--- config.mk ---
export PLATFORM = sky130hd
export DESIGN_NAME = mem_access_unit
export DESIGN_NICKNAME = d
export VERILOG_FILES = /design/src/rtl/mem_access_unit.sv
export SDC_FILE = /design/constraint.sdc
export NUM_CORES = 1
export LEC_CHECK = 0
export CORE_ASPECT_RATIO = 2
export CORE_MARGIN = 1
export CORE_UTILIZATION = 30
export CTS_BUF_LIST = sky130_fd_sc_hd__clkbuf_8
export DETAILED_ROUTE_END_ITERATION = 6
export REMOVE_ABC_BUFFERS = 1
export SYNTH_ARGS = -nofsm -noshare
export SYNTH_HDL_FRONTEND = slang
export SYNTH_SLANG_ARGS = --single-unit
--- constraint.sdc ---
create_clock -name clk -period 3.7 [get_ports clk]
set_input_delay 0.555 -clock clk [delete_from_list [all_inputs] [get_ports clk]]
set_output_delay 0.555 -clock clk [all_outputs]
set_load 0.02 [all_outputs]
--- src/rtl/mem_access_unit.sv ---
// Load/store initiator for the ram valid/ready port: formats lanes, waits for read data, extends it.
// Response 2 cycles after accept for a store with immediate ready; req_ready_out low until the response cycle ends.
module mem_access_unit #(
  parameter int ADDR_WIDTH     = 32,
  parameter int DATA_WIDTH     = 32,
  parameter int TIMEOUT_CYCLES = 16
) (
  input  logic                  clk,
  input  logic                  rst,
  input  logic                  req_valid_in,
  output logic                  req_ready_out,
  input  logic                  req_is_store_in,
  input  logic [2:0]            req_funct3_in,
  input  logic [ADDR_WIDTH-1:0] req_addr_in,
  input  logic [DATA_WIDTH-1:0] req_wdata_in,
  output logic [ADDR_WIDTH-1:0] ram_addr_out,
  output logic [DATA_WIDTH-1:0] ram_write_data_out,
  output logic                  ram_read_en_out,
  output logic                  ram_write_en_out,
  output logic [3:0]            ram_write_byte_en_out,
  output logic                  valid_out,
  input  logic                  ready_in,
  input  logic                  rdata_valid_in,
  input  logic [DATA_WIDTH-1:0] ram_read_data_in,
  output logic                  resp_valid_out,
  output logic [DATA_WIDTH-1:0] resp_rdata_out,
  output logic [1:0]            resp_err_out
);

  localparam int CW = $clog2(TIMEOUT_CYCLES + 1);
  localparam logic [CW-1:0] CNT_LAST = CW'(TIMEOUT_CYCLES - 1);
  localparam logic [1:0] ERR_OK  = 2'b00;
  localparam logic [1:0] ERR_MIS = 2'b01;
  localparam logic [1:0] ERR_TO  = 2'b10;

  typedef enum logic [1:0] {S_IDLE, S_REQ, S_WAIT, S_RESP} state_e;

  state_e                state_q;
  logic                  req_ready_q;
  logic                  valid_q;
  logic                  rd_en_q;
  logic                  wr_en_q;
  logic [3:0]            be_q;
  logic [ADDR_WIDTH-1:0] ram_addr_q;
  logic [DATA_WIDTH-1:0] wdata_q;
  logic                  resp_valid_q;
  logic [DATA_WIDTH-1:0] resp_rdata_q;
  logic [1:0]            resp_err_q;
  logic [CW-1:0]         cnt_q;
  logic [1:0]            off_q;
  logic [2:0]            funct3_q;
  logic                  is_store_q;

  logic                  misalign_d;
  logic [3:0]            be_d;
  logic [DATA_WIDTH-1:0] wdata_d;
  logic [15:0]           lane_d;
  logic [DATA_WIDTH-1:0] load_d;

  // Request formatting from the live request inputs, consumed only on accept.
  always_comb begin
    misalign_d = 1'b0;
    be_d       = 4'b1111;
    wdata_d    = req_wdata_in;
    case (req_funct3_in)
      3'b000, 3'b100: begin
        be_d    = 4'b0001 << req_addr_in[1:0];
        wdata_d = {4{req_wdata_in[7:0]}};
      end
      3'b001, 3'b101: begin
        misalign_d = req_addr_in[0];
        be_d       = 4'b0011 << req_addr_in[1:0];
        wdata_d    = {2{req_wdata_in[15:0]}};
      end
      3'b010:  misalign_d = (req_addr_in[1:0] != 2'b00);
      default: misalign_d = 1'b1;
    endcase
  end

  // Halfword accesses are aligned, so shifting by the byte offset also selects half o[1].
  always_comb begin
    lane_d = 16'(ram_read_data_in >> {off_q, 3'b000});
    case (funct3_q)
      3'b000:  load_d = {{24{lane_d[7]}}, lane_d[7:0]};
      3'b100:  load_d = {24'b0, lane_d[7:0]};
      3'b001:  load_d = {{16{lane_d[15]}}, lane_d[15:0]};
      3'b101:  load_d = {16'b0, lane_d[15:0]};
      default: load_d = ram_read_data_in;
    endcase
  end

  always_ff @(posedge clk) begin
    if (rst) begin
      state_q      <= S_IDLE;
      req_ready_q  <= 1'b1;
      valid_q      <= 1'b0;
      rd_en_q      <= 1'b0;
      wr_en_q      <= 1'b0;
      be_q         <= '0;
      ram_addr_q   <= '0;
      wdata_q      <= '0;
      resp_valid_q <= 1'b0;
      resp_rdata_q <= '0;
      resp_err_q   <= ERR_OK;
      cnt_q        <= '0;
      off_q        <= '0;
      funct3_q     <= '0;
      is_store_q   <= 1'b0;
    end else begin
      case (state_q)
        S_IDLE: begin
          if (req_valid_in) begin
            req_ready_q <= 1'b0;
            off_q       <= req_addr_in[1:0];
            funct3_q    <= req_funct3_in;
            is_store_q  <= req_is_store_in;
            if (misalign_d) begin
              state_q      <= S_RESP;
              resp_valid_q <= 1'b1;
              resp_rdata_q <= '0;
              resp_err_q   <= ERR_MIS;
            end else begin
              state_q    <= S_REQ;
              valid_q    <= 1'b1;
              rd_en_q    <= ~req_is_store_in;
              wr_en_q    <= req_is_store_in;
              be_q       <= req_is_store_in ? be_d : 4'b1111;
              ram_addr_q <= {req_addr_in[ADDR_WIDTH-1:2], 2'b00};
              wdata_q    <= req_is_store_in ? wdata_d : '0;
              cnt_q      <= '0;
            end
          end
        end
        S_REQ: begin
          if (ready_in || cnt_q == CNT_LAST) begin
            valid_q    <= 1'b0;
            rd_en_q    <= 1'b0;
            wr_en_q    <= 1'b0;
            be_q       <= '0;
            ram_addr_q <= '0;
            wdata_q    <= '0;
          end
          if (ready_in) begin
            if (is_store_q) begin
              state_q      <= S_RESP;
              resp_valid_q <= 1'b1;
              resp_rdata_q <= '0;
              resp_err_q   <= ERR_OK;
            end else if (rdata_valid_in) begin
              state_q      <= S_RESP;
              resp_valid_q <= 1'b1;
              resp_rdata_q <= load_d;
              resp_err_q   <= ERR_OK;
            end else begin
              state_q <= S_WAIT;
              cnt_q   <= '0;
            end
          end else if (cnt_q == CNT_LAST) begin
            state_q      <= S_RESP;
            resp_valid_q <= 1'b1;
            resp_rdata_q <= '0;
            resp_err_q   <= ERR_TO;
          end else begin
            cnt_q <= cnt_q + 1'b1;
          end
        end
        S_WAIT: begin
          // Data arriving in the last allowed cycle still wins over the timeout.
          if (rdata_valid_in) begin
            state_q      <= S_RESP;
            resp_valid_q <= 1'b1;
            resp_rdata_q <= load_d;
            resp_err_q   <= ERR_OK;
          end else if (cnt_q == CNT_LAST) begin
            state_q      <= S_RESP;
            resp_valid_q <= 1'b1;
            resp_rdata_q <= '0;
            resp_err_q   <= ERR_TO;
          end else begin
            cnt_q <= cnt_q + 1'b1;
          end
        end
        S_RESP: begin
          state_q      <= S_IDLE;
          req_ready_q  <= 1'b1;
          resp_valid_q <= 1'b0;
          resp_rdata_q <= '0;
          resp_err_q   <= ERR_OK;
        end
        default: state_q <= S_IDLE;
      endcase
    end
  end

  assign req_ready_out         = req_ready_q;
  assign valid_out             = valid_q;
  assign ram_read_en_out       = rd_en_q;
  assign ram_write_en_out      = wr_en_q;
  assign ram_write_byte_en_out = be_q;
  assign ram_addr_out          = ram_addr_q;
  assign ram_write_data_out    = wdata_q;
  assign resp_valid_out        = resp_valid_q;
  assign resp_rdata_out        = resp_rdata_q;
  assign resp_err_out          = resp_err_q;

endmodule

==> impl_metrics.ini <==
[worst_hold_path]
worstHoldStart = ram_write_data_out[22]
min_to = ram_write_data_out[22]
hold_depth = 1
hp-class = reg2reg

[cts]
clk_pin_slew_ns = 0.07
cts-hold-fix-buffers = 0
cts_sinks = 118
cts_root_buffer = clkbuf_8
clock_latency_ns = 0.43
post_cts_buffers = 0
cts_buffers = 17
clk_path_buf_depth = 2
cts_htree_levels = 4
cts_tree = yes
post_cts_resized = 0

[place]
place_area_mm2 = 0.00752
hpwl_mm = 13.5
place.gp.congestion = 0.874
port_buffers = 209

[worst_setup_path]
critPathMaxFanout = 14
end_kind = flip-flop
cp.buffers_inverters = 0
ff2ff_setup_slack_ns = 1.11
worst-setup-path-type = reg2reg
required_ns = 3.99
crit_family = compound AO/OA/AOI/OAI gates
arrival_ns = 2.87
crit_chain = mux2_2, a221o_1, and3_1, a221oi_1, a211oi_1
cpMaxStageDelayCell = dfxtp_1
startpoint_type = flip-flop
ff2ff_path_depth = 5
cp_slowest_stage_delay_ns = 0.76
r2r_end = resp_rdata_out[13]
r2r-start = off_q[1]

[die]
start_util_pct = 30.7
die_w_um = 96.3
die_area_mm2 = 0.0183
pin_count = 212
core_mm2 = 0.0174
row_count = 68
die_h_um = 191

[yosys]
synth.avg_cell_area_um2 = 8.96
ys_async_sr_fraction_pct = 0
yosysWarnings = 0
synth.top_cell.area_share_pct = 44.3
synth_simple_gate_area_share_pct = 12.4
synth.area.mux_share_pct = 6.24
synth_top_cell_by_area = dfxtp_1
synth_enable_flop_cells = 0
synth_area_mm2 = 0.00533
synth_most_common_cell = dfxtp_1
synth_seq_cells = 118
yosysSeqAreaShare_pct = 44.3
synth_area_leaders = dfxtp_1 (44%), a22o_1 (6.2%), a22oi_1 (5.9%)
synth_top_family_by_area = compound AO/OA/AOI/OAI gates
synthDistinctLibCells = 55
yosys-top-cells-count = dfxtp_1 (118), nor2_1 (59), a22oi_1 (42), a21oi_1 (40), nand2_1 (40)
yosys.area_share.adder_pct = 1.17
synth_cells = 595
synth_compound_area_share_pct = 29.3
synth_xor_area_share_pct = 0
synth_flop_cell = dfxtp_1

[drt]
wl_per_cell_um = 17.9
wl_met3_mm = 1.27
top_layer = met4
ant_nets = 0
drt_iter0_drc = 233
first_pass_iters = 6
met1Wirelength_mm = 6.38
drt-vias-per-instance = 5.25
drc_errors = 0
wl_mm = 18.0
route.met2.wl_mm = 9.65
vias = 5275

[final_layout]
regArea_mm2 = 0.00236
finalNetCount = 891
multi_input_area_mm2 = 0.00263
final_area_mm2 = 0.00799
drive_above_1_share_pct = 6.05
fillers = 1697
post-route-util_pct = 46.0
area_growth_pct = 49.9

[power]
leakagePower_nw = 2.94
peakVddDrop_mv = 0.355
power_density_mw_per_mm2 = 563
finalPower_mw = 4.50

[run_status]
status = completed

[timing]
setup_violations = 0
hold_viol_final = 0
setup_tns_ns = 0
fmax_ghz = 0.387
drv_slew = 0
rsz0062_at_grt = false
skew_ns = 0.0156
finalCritPeriodShare_pct = 69.9
period_minus_slack_ns = 2.59
worst_slew_pin_slew_ns = 1.10
maxSlewHeadroom_pct = 26.7

[global_routing]
grt_pass1_wl_mm = 28.1
grt_start_max_net_pins = 38
grt_pass1_vias = 5519
antenna_found_initial = 1
overflow = 0
track_usage_pct = 20.1

[flow_run]
cap_violations = 0
==> registers in the layout, summed over array words and instances (netlist names) <==
register,flops
ram_addr_out,30
is_store_q,1
cnt_q,5
resp_rdata_out,32
ram_write_data_out,32
state_q,2
ram_write_en_out,1
off_q,2
resp_valid_out,1
ram_write_byte_en_out,4
valid_out,1
funct3_q,3
ram_read_en_out,1
req_ready_out,1
resp_err_out,2
==> worst max path at each step <==
stage,from,endpoint,depth (start not counted)
3_5_place_dp,req_addr_in[0],resp_rdata_out[12],7
5_1_grt,off_q[1],resp_rdata_out[14],5
2_1_floorplan,state_q[0],ram_write_data_out[24],7
6_report,off_q[1],resp_rdata_out[13],5
4_1_cts,off_q[1],resp_rdata_out[13],5
3_3_place_gp,req_addr_in[0],resp_rdata_out[30],7
==> layout by cell type, fill, tap and decap left out, types with 3 or more instances in the layout <==
| cell type | instances |
|---|---|
| buf_4 | 11 |
| a211oi_1 | 9 |
| nand4_1 | 5 |
| nor2b_1 | 7 |
| nor3b_1 | 3 |
| a21oi_1 | 40 |
| nand3_1 | 10 |
| o211ai_1 | 9 |
| a22oi_1 | 42 |
| inv_1 | 28 |
| and3_1 | 3 |
| nand2b_1 | 3 |
| mux2i_1 | 31 |
| clkdlybuf4s50_1 | 208 |
| ha_1 | 5 |
| a221oi_1 | 8 |
| nor2_1 | 59 |
| a22o_1 | 38 |
| bufinv_16 | 6 |
| a31oi_1 | 4 |
| o2bb2ai_1 | 22 |
| dfxtp_1 | 118 |
| clkbuf_8 | 19 |
| nand2_1 | 40 |
| nor3_1 | 4 |
| o21ai_0 | 22 |
==> routing by layer <==
metal  GRT usage, %  up-vias
met3           5.98       44
met5              0        -
met1           20.0     2455
met4           11.3        0
li1               -     2556
met2           35.9      220
==> power by group <==
group          switching, mW  internal, mW  leakage, nW  total [mW]
Clock                  0.520         0.893        0.245        1.41
Combinational          0.944         0.642         1.74        1.59
Sequential             0.108          1.39        0.955        1.50
==> cells by family after synthesis <==
logic type | Yosys count
AOI/OAI and AO/OA | 214
and+or+nand+nor | 145
DFF | 118
buffers and inverters | 79
muxes | 33
adders and majority gates | 5
other | 1
==> area by class of cell <==
| type | count | share of cell area, % |
|---|---|---|
| Clock inverter | 12 | 2.61 |
| Timing Repair Buffer | 220 | 27.1 |
| Sequential cell | 118 | 29.6 |
| Multi-Input combinational cell | 399 | 32.9 |
| Clock buffer | 19 | 3.27 |
| Antenna cell | 1 | 0.0313 |
| Inverter | 25 | 1.17 |
| Tap cell | 210 | 3.29 |
==> stage by stage <==
| stage | std cells | hold slack (ns) | worst slack [ns] |
|---|---|---|---|
| final | 1004 | 0.472 | 1.11 |
| after global routing | 1004 | 0.489 | 1.00 |
| after CTS | 1003 | 0.474 | 1.17 |
| after detailed placement | 972 | 0.449 | 0.852 |
| after global placement | 972 | 0.446 | 0.964 |
| after floorplan | 542 | 0.454 | 0.513 |
Power figures use the tool's default switching activity.
